<file path="config.mk">
export PLATFORM = sky130hd
export DESIGN_NAME = bus_arbiter
export DESIGN_NICKNAME = d
export VERILOG_FILES = /design/src/rtl/bus_arbiter_pkg.sv /design/src/rtl/bus_arbiter_decoder.sv /design/src/rtl/bus_arbiter.sv
export SDC_FILE = /design/constraint.sdc
export NUM_CORES = 1
export LEC_CHECK = 0
export ABC_CLOCK_PERIOD_IN_PS = 6600
export CORE_MARGIN = 1
export CORE_UTILIZATION = 56
export DETAILED_ROUTE_END_ITERATION = 8
export PLACE_DENSITY = 0.82
export SLEW_MARGIN = 5
export SYNTH_ARGS = -nofsm -noshare
export SYNTH_HDL_FRONTEND = slang
export SYNTH_HIERARCHICAL = 1
export SYNTH_SLANG_ARGS = --single-unit
export TNS_END_PERCENT = 100
</file>
<file path="constraint.sdc">
create_clock -name clk -period 6.6 [get_ports clk]
set_input_delay 1.65 -clock clk [delete_from_list [all_inputs] [get_ports clk]]
set_output_delay 1.65 -clock clk [all_outputs]
set_load 0.005 [all_outputs]
</file>
<file path="src/rtl/bus_arbiter_pkg.sv">
// bus_arbiter_pkg: shared defines for the bus arbiter slice
package bus_arbiter_pkg;
  localparam int DATA_WIDTH = 32;
  localparam int MAX_HOLD_DEF = 15;
  localparam int HOLD_W = 8;
  typedef enum logic [1:0] {
    ST_IDLE = 2'd0,
    ST_OWN  = 2'd1,
    ST_TURN = 2'd2
  } arb_state_e;
endpackage

</file>
<file path="src/rtl/bus_arbiter_decoder.sv">
// bus_arbiter_decoder: enabled binary-to-one-hot decoder
module bus_arbiter_decoder
  import bus_arbiter_pkg::*;
#(
  parameter int WIDTH = 3
) (
  input  logic [WIDTH-1:0]      S,
  input  logic                  EN,
  output logic [2**WIDTH-1:0]   Y
);
  // one-hot of S, all-zero while disabled
  always_comb begin
    Y = '0;
    Y[S] = EN;
  end
endmodule

</file>
<file path="src/rtl/bus_arbiter.sv">
// bus_arbiter: round-robin bus arbiter with hold limit and one-cycle turnaround
module bus_arbiter
  import bus_arbiter_pkg::*;
#(
  parameter int WIDTH    = 3,
  parameter int MAX_HOLD = MAX_HOLD_DEF
) (
  input  logic                clk,
  input  logic                rst_n,
  input  logic [2**WIDTH-1:0] req,
  output logic [2**WIDTH-1:0] gnt,
  output logic [WIDTH-1:0]    select,
  output logic                EN,
  output logic                busy
);
  localparam int N = 2**WIDTH;
  arb_state_e        state_q;
  logic [WIDTH-1:0]  select_q;
  logic [WIDTH-1:0]  ptr_q;
  logic [HOLD_W-1:0] hold_q;
  logic              en_q;
  logic              busy_q;
  logic [WIDTH-1:0]  winner_d;
  logic              release_d;

  function automatic logic [WIDTH-1:0] rr_pick(input logic [N-1:0] r, input logic [WIDTH-1:0] p);
    logic [WIDTH-1:0] idx;
    logic             found;
    rr_pick = '0;
    found = 1'b0;
    for (int k = 0; k < N; k++) begin
      idx = p + WIDTH'(k);
      if (!found && r[idx]) begin
        rr_pick = idx;
        found = 1'b1;
      end
    end
  endfunction

  // winner search from ptr and release condition for the current owner
  always_comb begin
    winner_d = rr_pick(req, ptr_q);
    release_d = !req[select_q] || hold_q == HOLD_W'(MAX_HOLD);
  end

  // arbitration FSM with all outputs registered
  always_ff @(posedge clk) begin
    if (!rst_n) begin
      state_q  <= ST_IDLE;
      select_q <= '0;
      ptr_q    <= '0;
      hold_q   <= '0;
      en_q     <= 1'b0;
      busy_q   <= 1'b0;
    end else begin
      case (state_q)
        ST_IDLE: if (|req) begin
          state_q  <= ST_OWN;
          select_q <= winner_d;
          en_q     <= 1'b1;
          busy_q   <= 1'b1;
          hold_q   <= 8'd1;
        end
        ST_OWN: if (release_d) begin
          state_q <= ST_TURN;
          en_q    <= 1'b0;
          ptr_q   <= select_q + 1'b1;
          hold_q  <= '0;
        end else begin
          hold_q <= hold_q + 1'b1;
        end
        ST_TURN: begin
          state_q <= ST_IDLE;
          busy_q  <= 1'b0;
        end
        default: state_q <= ST_IDLE;
      endcase
    end
  end

  bus_arbiter_decoder #(.WIDTH(WIDTH)) u_dec (
    .S  (select_q),
    .EN (en_q),
    .Y  (gnt)
  );

  assign select = select_q;
  assign EN     = en_q;
  assign busy   = busy_q;
endmodule

</file>
==> results by group, run 1 <==
Status
  • Status: finished clean

Timing
  • Minimum clock period: 3.97 ns
  • Max Slew Vio Count: 0
  • Setup TNS: 0 ns
  • Setup Skew: 0.00230 ns
  • Final hold viol count: 0
  • RSZ-0062 raised after global routing: false
  • WHS: 0.486 ns
  • Fmax achieved: 0.252 GHz
  • Fin crit share: 60.1%
  • Final setup viols: 0
  • Worst-margin pin slew: 0.871 ns
  • Slew HR: 41.9%

Setup path
  • Critical path, cell by cell: clkdlybuf4s50_1, mux2_1, mux4_2, o32a_1, or3_4, o31ai_4, o21a_1
  • Req. time, crit path: between 6 and 7 ns
  • Worst setup SP type: input pin
  • Critical Path Max Stage Delay: 0.54 ns
  • Reg-to-Reg End: select[2]$_SDFFE_PN0P_
  • R2R depth: 8
  • Worst R2R Start: ptr_q[0]$_SDFFE_PN0P_
  • Top delay family on crit path: multiplexers
  • R2R setup slack: between 2 and 3 ns
  • CP Depth: 7
  • Slowest cell on crit path: clkdlybuf4s50_1
  • Arr. time, crit path: 4.21 ns
  • Critical Path Sink Type: flop
  • Worst-path maximum fanout: 9
  • WS Path Type: in -> reg
  • Critical path buffers and inverters: 1

Hold path
  • Hold Crit Class: reg -> reg
  • Hold Path Depth: 2
  • Hold EP: busy$_SDFFE_PN0P_
  • Beginning of the worst hold path: busy$_SDFFE_PN0P_

CTS
  • Worst skew pair latency: 0.30 ns
  • Setup bufs post-CTS: 0
  • Inserted Clock Buffers: 3
  • Clk Tree Root Cell: clkbuf_4
  • CTS tree: yes
  • Cts-stage hold buffer count: 0
  • Post_cts resized: 0
  • Number of H-tree levels: 1
  • Worst-case clock buffer depth: 2
  • Clock sink count: 18
  • Clk slew on worst S/H paths: 0.10 ns

Floorplanning
  • Core footprint: 3130 um2
  • Initial core utilization: between 60% and 70%
  • # IOs: 23
  • Row cnt: 20
  • Die area: 3600 um2
  • Die width: 60.0 um
  • Die Height: 60.0 um

Layout
  • Layout area overhead: 14.1%
  • Fillcell total: 257
  • Layout cells sized above 1: 14.3%
  • Antenna cell count: 0
  • Final Net Count: about 230
  • Fin cells: between 200 and 300

Synthesis
  • Yosys warnings: 6
  • Top post-synthesis cells by count: nor2_1 (20), dfxtp_1 (18), nand2_1 (18), mux2i_1 (11), mux4_2 (11)
  • Synth area leader: dfxtp_1
  • Yosys top cell area share: around a fifth
  • Register area share after synthesis: 19.1%
  • Syn Std Cell Area: 1880 um2
  • Largest cells by area after synthesis: dfxtp_1 (19%), mux4_2 (13%), mux4_1 (7.0%), mux2i_1 (5.8%), nor2_1 (4.0%)
  • Netlist cell types: 53
  • Syn_nets: between 200 and 250
  • Top-count cell post-synth: nor2_1
  • Yosys reg bits: 18
  • EDFF count, synth: 0
  • Most used flip-flop cell after synthesis: dfxtp_1
  • Syn Area/Cell: approximately 9.4 um2
  • Synth async-reset ratio: 0%
  • Cell count after synthesis: 200

Global routing
  • GRT Total Usage: 28.5%
  • First-pass GRT wire length: 7690 um
  • Number of global-route vias before repair: 1646
  • Largest net degree at the start of global routing: 24
  • Initial antenna violation count: 0
  • Gr ovfl total: 0

Drt
  • Vias: ~1.8k
  • DRT Wirelength: roughly 4500 um
  • DR pass1 iterations: 5
  • Antenna-violating nets left: 0
  • Initial DRC count: 150
  • Via density: just under 7
  • DRC Markers: 0
  • WL/cell: 17.4 um

Pwr
  • Leak: 0.799 nW
  • Ratio of total power to cell area: roughly 250 nW/um2
  • Peak VDD IR: 123 uV

Run
  • Max-cap violations: 0

Placed design
  • Port Buffer Count: 22
  • Cell count after placement: 257
  • RePlAce Congestion: 0.978
  • Post-DP HPWL: 3430 um
## registers in the layout, summed over array words and instances, names as in the netlist
| signal | cells |
|---|---|
| EN | 1 |
| hold_q | 8 |
| busy | 1 |
| ptr_q | 3 |
| state_q | 2 |
| select | 3 |
## through the flow
stage          util [%]  instance area [um2]  power (W)  worst slack, ns
6_report           68.8                 2150   0.000528             2.63
4_1_cts            68.8                 2150   0.000523             2.65
2_1_floorplan         -                 1880   0.000377             3.05
3_5_place_dp       67.6                 2110   0.000456             2.34
5_1_grt            68.8                 2150   0.000567             2.47
3_3_place_gp       67.6                 2110   0.000445             2.40
## cells in the final DEF (no fill, tap or decap), types with 2 or more instances in the layout
| cell | netlist | final |
|---|---|---|
| mux2_2 | 4 | 4 |
| nor3b_1 | 2 | 2 |
| a21oi_1 | 7 | 7 |
| xor2_1 | 6 | 6 |
| a32oi_1 | 3 | 3 |
| o21a_1 | 3 | 3 |
| nand2_1 | 18 | 18 |
| nor2b_1 | 5 | 5 |
| a21o_1 | 3 | 3 |
| and4bb_2 | 3 | 3 |
| and2_1 | 2 | 2 |
| ha_1 | 4 | 4 |
| o32ai_1 | 2 | 2 |
| nor2_1 | 20 | 20 |
| and3_1 | 4 | 4 |
| a22oi_1 | 2 | 2 |
| a211o_1 | 2 | 2 |
| mux2i_1 | 11 | 11 |
| clkbuf_4 | 0 | 3 |
| o21ai_0 | 9 | 9 |
| mux4_2 | 11 | 11 |
| dfxtp_1 | 18 | 18 |
| inv_1 | 8 | 8 |
| mux4_1 | 5 | 5 |
| clkdlybuf4s50_1 | 0 | 22 |
| o2111ai_1 | 2 | 2 |
| nand3_1 | 3 | 3 |
| and4b_2 | 3 | 3 |
| a211oi_1 | 4 | 4 |
| nor4_1 | 3 | 3 |
| nand3b_1 | 3 | 3 |
## tightest hold or removal path, stage by stage, from the launching register on
cell and delay [ns]:
dfxtp_1 0.32, o21ai_0 0.06, a21oi_1 0.06
## layout make-up
class | count | area [um2] | area share (%)
Inverter | 8 | 30.0 | 1.40
Timing Repair Buffer | 22 | 220 | 10.2
Tap cell | 44 | 55.1 | 2.56
Clock buffer | 4 | 36.3 | 1.69
Multi-Input combinational cell | 165 | 1450 | 67.4
Sequential cell | 18 | 360 | 16.8
## power by group
part           switching [W]  leakage, nW  internal [W]  total [W]
clock              0.0000349       0.0210     0.0000337  0.0000685
combinational       0.000152        0.631      0.000148   0.000300
sequential         0.0000382        0.147      0.000122   0.000160
## worst max path at each step
stage / from / endpoint
after global placement: req[4] / select[2]$_SDFFE_PN0P_
final: req[4] / select[2]$_SDFFE_PN0P_
after global routing: req[4] / select[0]$_SDFFE_PN0P_
after detailed placement: req[4] / select[1]$_SDFFE_PN0P_
after floorplan: req[6] / select[2]$_SDFFE_PN0P_
after CTS: req[4] / select[2]$_SDFFE_PN0P_
## kinds of logic after synthesis
group	share of synthesized area (%)
adders and majority gates	2.66
AOI/OAI and AO/OA	19.5
buffers and inverters	3.98
muxes	29.7
xor gates and xnor gates	3.25
DFF	19.1
and+or+nand+nor	21.7
## per-layer routing
metal / vias up / part of all wire (%) / track usage [%]
met3: 13 / 8.1 / 4.98
met1: 843 / 44 / 42.1
met5: - / 0 / 0
met4: 0 / 1.4 / 7.31
li1: 820 / - / -
met2: 93 / 46 / 43.0
No activity file was read; power rests on OpenSTA's default activity.
==> run 2: changes to the inputs <==
Settings changed: ABC_CLOCK_PERIOD_IN_PS 6600 to 3420, CORE_UTILIZATION 56 to 51, PLACE_DENSITY 0.82 to 0.79.
Clock period 6.6 ns to 3.42 ns, I/O delays scaled along.
==> run 2 against run 1 <==
  * Design area increased by 7.3%
  * Via count increased by 1.5%
  * Critical endpoint unchanged
  * Setup slack got worse by 2.3 ns
  * Clock power increased to 2.5 times the previous value
  * Die area increased by 9.5%
  * Largest cell class unchanged
  * Sequential power increased by 78%
  * Wire length increased by 2.1%
==> results by group, run 2 (synthesized netlist as in run 1, its figures left out) <==
Drt
  • DRT Wirelength: 4640 um (+2.1%)
  • Vias: 1796 (+1.5%)
  • WL/cell: 16.5 um (-5.2%)
  • Met2 wire length: 2200 um (+4.9%)
  • Initial DRC count: 122 (-19%)
  • Antenna-violating nets left: 0 (unchanged)
  • DRC Markers: 0 (unchanged)
  • Top layer reached by signal wires: met4
  • Met1 WL: 2080 um (+3.2%)
  • DR pass1 iterations: 4 (-1)
  • WL met3: 285 um (-23%)
  • Via density: 6.39 (-5.7%)

Global routing
  • Initial antenna violation count: 0 (unchanged)
  • Largest net degree at the start of global routing: 16 (-33%)
  • Number of global-route vias before repair: 1726 (+4.9%)
  • GRT Total Usage: 24.8% (-3.7 points)
  • First-pass GRT wire length: 7860 um (+2.3%)
  • Gr ovfl total: 0 (unchanged)

Setup path
  • R2R depth: 8 (unchanged)
  • Worst R2R Start: ptr_q[0]$_SDFFE_PN0P_
  • WS Path Type: in -> reg
  • Slowest cell on crit path: mux4_2
  • Critical path buffers and inverters: 1 (unchanged)
  • R2R setup slack: 0.33 ns (-2.45 ns)
  • Worst-path maximum fanout: 4 (-5)
  • Worst setup SP type: input pin
  • Critical Path Max Stage Delay: 0.49 ns (-0.05 ns)
  • Critical path, cell by cell: clkdlybuf4s50_1, mux2_1, mux4_2, o32a_1, or3_4, o31ai_4, o21a_1
  • Arr. time, crit path: 3.29 ns (-0.92 ns)
  • Reg-to-Reg End: select[2]$_SDFFE_PN0P_
  • Critical Path Sink Type: flop
  • Top delay family on crit path: multiplexers
  • CP startpoint: req[6]
  • Req. time, crit path: 3.62 ns (-3.23 ns)

CTS
  • Clk slew on worst S/H paths: 0.07 ns (-0.03 ns)
  • Cts-stage hold buffer count: 0 (unchanged)
  • Clock sink count: 18 (unchanged)
  • Inserted Clock Buffers: 3 (unchanged)
  • Worst-case clock buffer depth: 2 (unchanged)
  • Worst skew pair latency: 0.26 ns (-0.04 ns)
  • Number of H-tree levels: 1 (unchanged)
  • Post_cts resized: 0 (unchanged)
  • Clk Tree Root Cell: clkbuf_8
  • Setup bufs post-CTS: 0 (unchanged)
  • CTS tree: yes

Placed design
  • Post-DP HPWL: 3520 um (+2.6%)
  • RePlAce Congestion: 0.889 (-9.1%)
  • Cell count after placement: 277 (+7.8%)
  • Place WS: 0.0951 ns (-2.25 ns)
  • Port Buffer Count: 22 (unchanged)

Timing
  • Setup ws final: 0.332 ns (-2.30 ns)
  • Fin crit share: 90.3%
  • Fmax achieved: 0.324 GHz
  • Max Slew Vio Count: 0 (unchanged)
  • Worst-margin pin slew: 0.928 ns (+0.0575 ns)
  • Final setup viols: 0 (unchanged)
  • Slew HR: 37.7% (-4.1 points)
  • RSZ-0062 raised after global routing: false
  • Final hold viol count: 0 (unchanged)
  • Minimum clock period: about 3.1 ns
  • Setup TNS: 0 ns (unchanged)
  • Setup Skew: 0.00308 ns (+0.000777 ns)

Layout
  • Final Net Count: 250 (+7.8%)
  • Largest register FFs: 8 (unchanged)
  • Antenna cell count: 0 (unchanged)
  • Layout cells sized above 1: 20.9% (+6.6 points)
  • Final core utilization: 67.0% (-1.7 points)
  • Fin cells: 281 (+7.7%)
  • Layout area overhead: 22.4%
  • Most common cell after layout, fill and taps aside: clkdlybuf4s50_1
  • Most frequent cells in the layout: clkdlybuf4s50_1 (22), nor2_1 (20), dfxtp_1 (18), nand2_1 (18), buf_4 (18)
  • Top reg by flops: hold_q

Floorplanning
  • Core footprint: 3440 um2 (+10%)
  • Die area: 3940 um2 (+9.5%)
  • Row cnt: 21 (+5.0%)
  • Initial core utilization: 54.7% (-5.5 points)
  • Die Height: 62.8 um (+4.6%)
  • Die width: 62.8 um (+4.6%)
  • # IOs: 23 (unchanged)

Run
  • Max-cap violations: 0 (unchanged)

Hold path
  • Hold Path Depth: 2 (unchanged)
  • Hold EP: busy$_SDFFE_PN0P_
  • Hold Crit Class: reg -> reg
  • Beginning of the worst hold path: busy$_SDFFE_PN0P_

Status
  • Status: finished clean

Pwr
  • Leak: 0.895 nW (+12%)
  • Total power draw: 0.00112 W (+110%)
  • Peak VDD IR: 449 uV (+260%)
  • Ratio of total power to cell area: 484 nW/um2 (+97%)
-- run 2: final cells by class --
cell class              count  area [um2]
clock buffers               4        55.1
fillers                   284        1130
inverters                   8        30.0
well taps                  46        57.6
flip-flops and latches     18         360
multi-input cells         165        1450
repair buffers             40         355
-- run 2: layer usage --
layer / vias to the layer above / global-route usage (%)
li1: 861 / -
met1: 860 / 32.7
met2: 67 / 40.6
met3: 8 / 5.66
met4: 0 / 6.98
met5: - / 0
-- run 2: worst max path at each step --
stage | end | slack (ns) | cells past startpoint
final | select[2]$_SDFFE_PN0P_ | 0.33 | 7
after global routing | select[2]$_SDFFE_PN0P_ | 0.23 | 8
after CTS | select[2]$_SDFFE_PN0P_ | 0.35 | 7
after detailed placement | select[2]$_SDFFE_PN0P_ | 0.1 | 7
after global placement | select[2]$_SDFFE_PN0P_ | 0.15 | 7
after floorplan | select[2]$_SDFFE_PN0P_ | 0.22 | 10
-- run 2: report_power, final --
part           total [W]  switching, W  internal, W
clock           0.000173     0.0000709     0.000102
combinational   0.000659      0.000330     0.000329
sequential      0.000284     0.0000490     0.000235
total            0.00112      0.000450     0.000666
-- run 2: metrics by stage --
step	hold WS (ns)	instance area [um2]
final	0.486	2310
after global routing	0.515	2310
after CTS	0.487	2310
after detailed placement	0.469	2250
after global placement	0.472	2250
after floorplan	0.457	1880
-- run 2: worst reg2reg max path: stages, from the launching register on --
cell and delay (ns):
dfxtp_1 0.33, inv_1 0.08, ha_1 0.56, mux2_2 0.41, mux4_2 0.48, o32a_1 0.41, or3_4 0.43, o31ai_4 0.18
o21a_1 0.14
==> run 3: changes to the inputs <==
Settings changed: CORE_UTILIZATION 51 to 50, CTS_CLUSTER_DIAMETER set to 100, CTS_CLUSTER_SIZE set to 30, PLACE_DENSITY 0.79 to 0.78.
==> run 3 against run 2 <==
  * Non-clock buffer count unchanged
  * Critical path type is now reg -> reg
  * Core utilization down 0.51 points
  * Design area unchanged
  * Sequential share of layout area did not move
  * Fmax hardly changed
  * Global-route usage about the same
==> results by group, run 3 (synthesized netlist as in run 1, its figures left out) <==
CTS
  • Number of H-tree levels: 1 (unchanged)
  • Cts-stage hold buffer count: 0 (unchanged)
  • Clk slew on worst S/H paths: 0.06 ns (about the same)
  • CTS tree: yes
  • Post_cts resized: 0 (unchanged)
  • Setup bufs post-CTS: 0 (unchanged)
  • Clk Tree Root Cell: clkbuf_8
  • Inserted Clock Buffers: 3 (unchanged)
  • Worst-case clock buffer depth: 2 (unchanged)
  • Clock sink count: 18 (unchanged)
  • Worst skew pair latency: 0.26 ns (about the same)

Setup path
  • Critical Path Sink Type: flop
  • Arr. time, crit path: 3.29 ns (about the same)
  • WS Path Type: reg -> reg
  • Slowest cell on crit path: ha_1
  • Worst R2R Start: ptr_q[0]$_SDFFE_PN0P_
  • Reg-to-Reg End: select[2]$_SDFFE_PN0P_
  • R2R setup slack: 0.33 ns (about the same)
  • Req. time, crit path: 3.62 ns (about the same)
  • Worst setup SP type: flop
  • Critical path, cell by cell: inv_1, ha_1, mux2_2, mux4_2, o32a_1, or3_4, o31ai_4, o21a_1
  • Worst-path maximum fanout: 10 (+6)
  • R2R depth: 8 (unchanged)
  • Critical Path Max Stage Delay: 0.56 ns (+0.07 ns)

Layout
  • Final core utilization: 66.5% (-0.51 points)
  • Most common cell after layout, fill and taps aside: clkdlybuf4s50_1
  • Layout cells sized above 1: 20.9% (unchanged)
  • Final Net Count: 250 (unchanged)
  • Layout area overhead: 22.4% (unchanged)
  • Top reg by flops: hold_q
  • Largest register FFs: 8 (unchanged)
  • Antenna cell count: 0 (unchanged)
  • Most frequent cells in the layout: clkdlybuf4s50_1 (22), nor2_1 (20), dfxtp_1 (18), nand2_1 (18), buf_4 (18)

Drt
  • DR pass1 iterations: 4 (unchanged)
  • Antenna-violating nets left: 0 (unchanged)
  • DRC Markers: 0 (unchanged)
  • WL/cell: 16.7 um (+1.0%)
  • Vias: 1822 (+1.4%)
  • Via density: 6.48 (+1.4%)
  • DRT Wirelength: 4680 um (+1.0%)
  • Initial DRC count: 205 (+68%)

Timing
  • Final setup viols: 0 (unchanged)
  • Final hold viol count: 0 (unchanged)
  • Setup TNS: 0 ns (unchanged)
  • Fmax achieved: 0.324 GHz (about the same)
  • Max Slew Vio Count: 0 (unchanged)
  • Slew HR: 38.5% (+0.77 points)
  • Worst-margin pin slew: 0.921 ns (-0.00725 ns)
  • Fin crit share: 90.4% (about the same)
  • Setup Skew: 0.00176 ns (-0.00132 ns)
  • RSZ-0062 raised after global routing: false
  • Minimum clock period: 3.09 ns (+0.00299 ns)
  • WHS: 0.482 ns (-0.00450 ns)

Floorplanning
  • # IOs: 23 (unchanged)
  • Row cnt: 21 (unchanged)
  • Core footprint: 3470 um2 (+0.76%)
  • Die Height: 63.4 um (+0.96%)
  • Die width: 63.4 um (+0.96%)
  • Die area: 4020 um2 (+1.9%)
  • Initial core utilization: 54.3% (-0.41 points)

Global routing
  • First-pass GRT wire length: 7890 um (+0.34%)
  • GRT Total Usage: 24.8% (about the same)
  • Gr ovfl total: 0 (unchanged)
  • Initial antenna violation count: 0 (unchanged)
  • Largest net degree at the start of global routing: 24 (+8)
  • Number of global-route vias before repair: 1621 (-6.1%)

Hold path
  • Hold EP: busy$_SDFFE_PN0P_
  • Beginning of the worst hold path: busy$_SDFFE_PN0P_
  • Hold Crit Class: reg -> reg
  • Hold Path Depth: 2 (unchanged)

Status
  • Status: finished clean

Run
  • Max-cap violations: 0 (unchanged)

Pwr
  • Leak: 0.895 nW (about the same)
  • Peak VDD IR: 310 uV (-31%)
  • Ratio of total power to cell area: 486 nW/um2 (+0.48%)

Placed design
  • Post-DP HPWL: 3470 um (-1.5%)
  • RePlAce Congestion: 0.943 (+6.2%)
  • Port Buffer Count: 22 (unchanged)
-- run 3: cell counts in the layout (fill, tap and decap cells not counted) --
Identical to the previous run, type by type.
-- run 3: critical path, delay by kind of cell, from the launching register on --
| family | cells | cell delay (ns) |
|---|---|---|
| and+or+nand+nor | 1 | 0.43 |
| adders and majority gates | 1 | 0.56 |
| AOI/OAI and AO/OA | 3 | 0.73 |
| muxes | 2 | 0.90 |
| buffers and inverters | 1 | 0.08 |
| DFF | 1 | 0.34 |
-- run 3: routing by layer --
layer  vias up  routed length (um)  global-route usage [%]
met4         0                  91                    8.24
li1        868                   -                       -
met2        78                2100                    36.8
met3        11                 381                    5.43
met5         -                   0                       0
met1       865                2110                    35.3
-- run 3: where the power goes --
group / internal (W) / total [W] / switching (W) / leakage [nW]
Clock: 0.000102 / 0.000172 / 0.0000696 / 0.0288
Combinational: 0.000333 / 0.000663 / 0.000331 / 0.719
Sequential: 0.000235 / 0.000286 / 0.0000510 / 0.147
Total: 0.000670 / 0.00112 / 0.000451 / 0.895
-- run 3: layout make-up --
type,instances,area (um2)
tap,46,57.6
fill,290,1160
timing repair buffer,40,355
sequential,18,360
multi-input combinational,165,1450
clock buffer,4,55.1
inverter,8,30.0
-- run 3: per-stage QoR --
step	power [W]	instances	area (um2)	setup WS (ns)
after CTS	0.00112	281	2310	0.339
after global routing	0.00120	281	2310	0.157
after detailed placement	0.000942	277	2250	0.137
after floorplan	0.000728	200	1880	0.222
final	0.00112	281	2310	0.329
after global placement	0.000933	277	2250	0.147
-- run 3: worst max-delay path by stage --
stage	from	end
2_1_floorplan	ptr_q[1]$_SDFFE_PN0P_	select[2]$_SDFFE_PN0P_
3_3_place_gp	req[7]	select[2]$_SDFFE_PN0P_
3_5_place_dp	req[7]	select[2]$_SDFFE_PN0P_
4_1_cts	ptr_q[0]$_SDFFE_PN0P_	select[2]$_SDFFE_PN0P_
5_1_grt	ptr_q[0]$_SDFFE_PN0P_	select[1]$_SDFFE_PN0P_
6_report	ptr_q[0]$_SDFFE_PN0P_	select[2]$_SDFFE_PN0P_
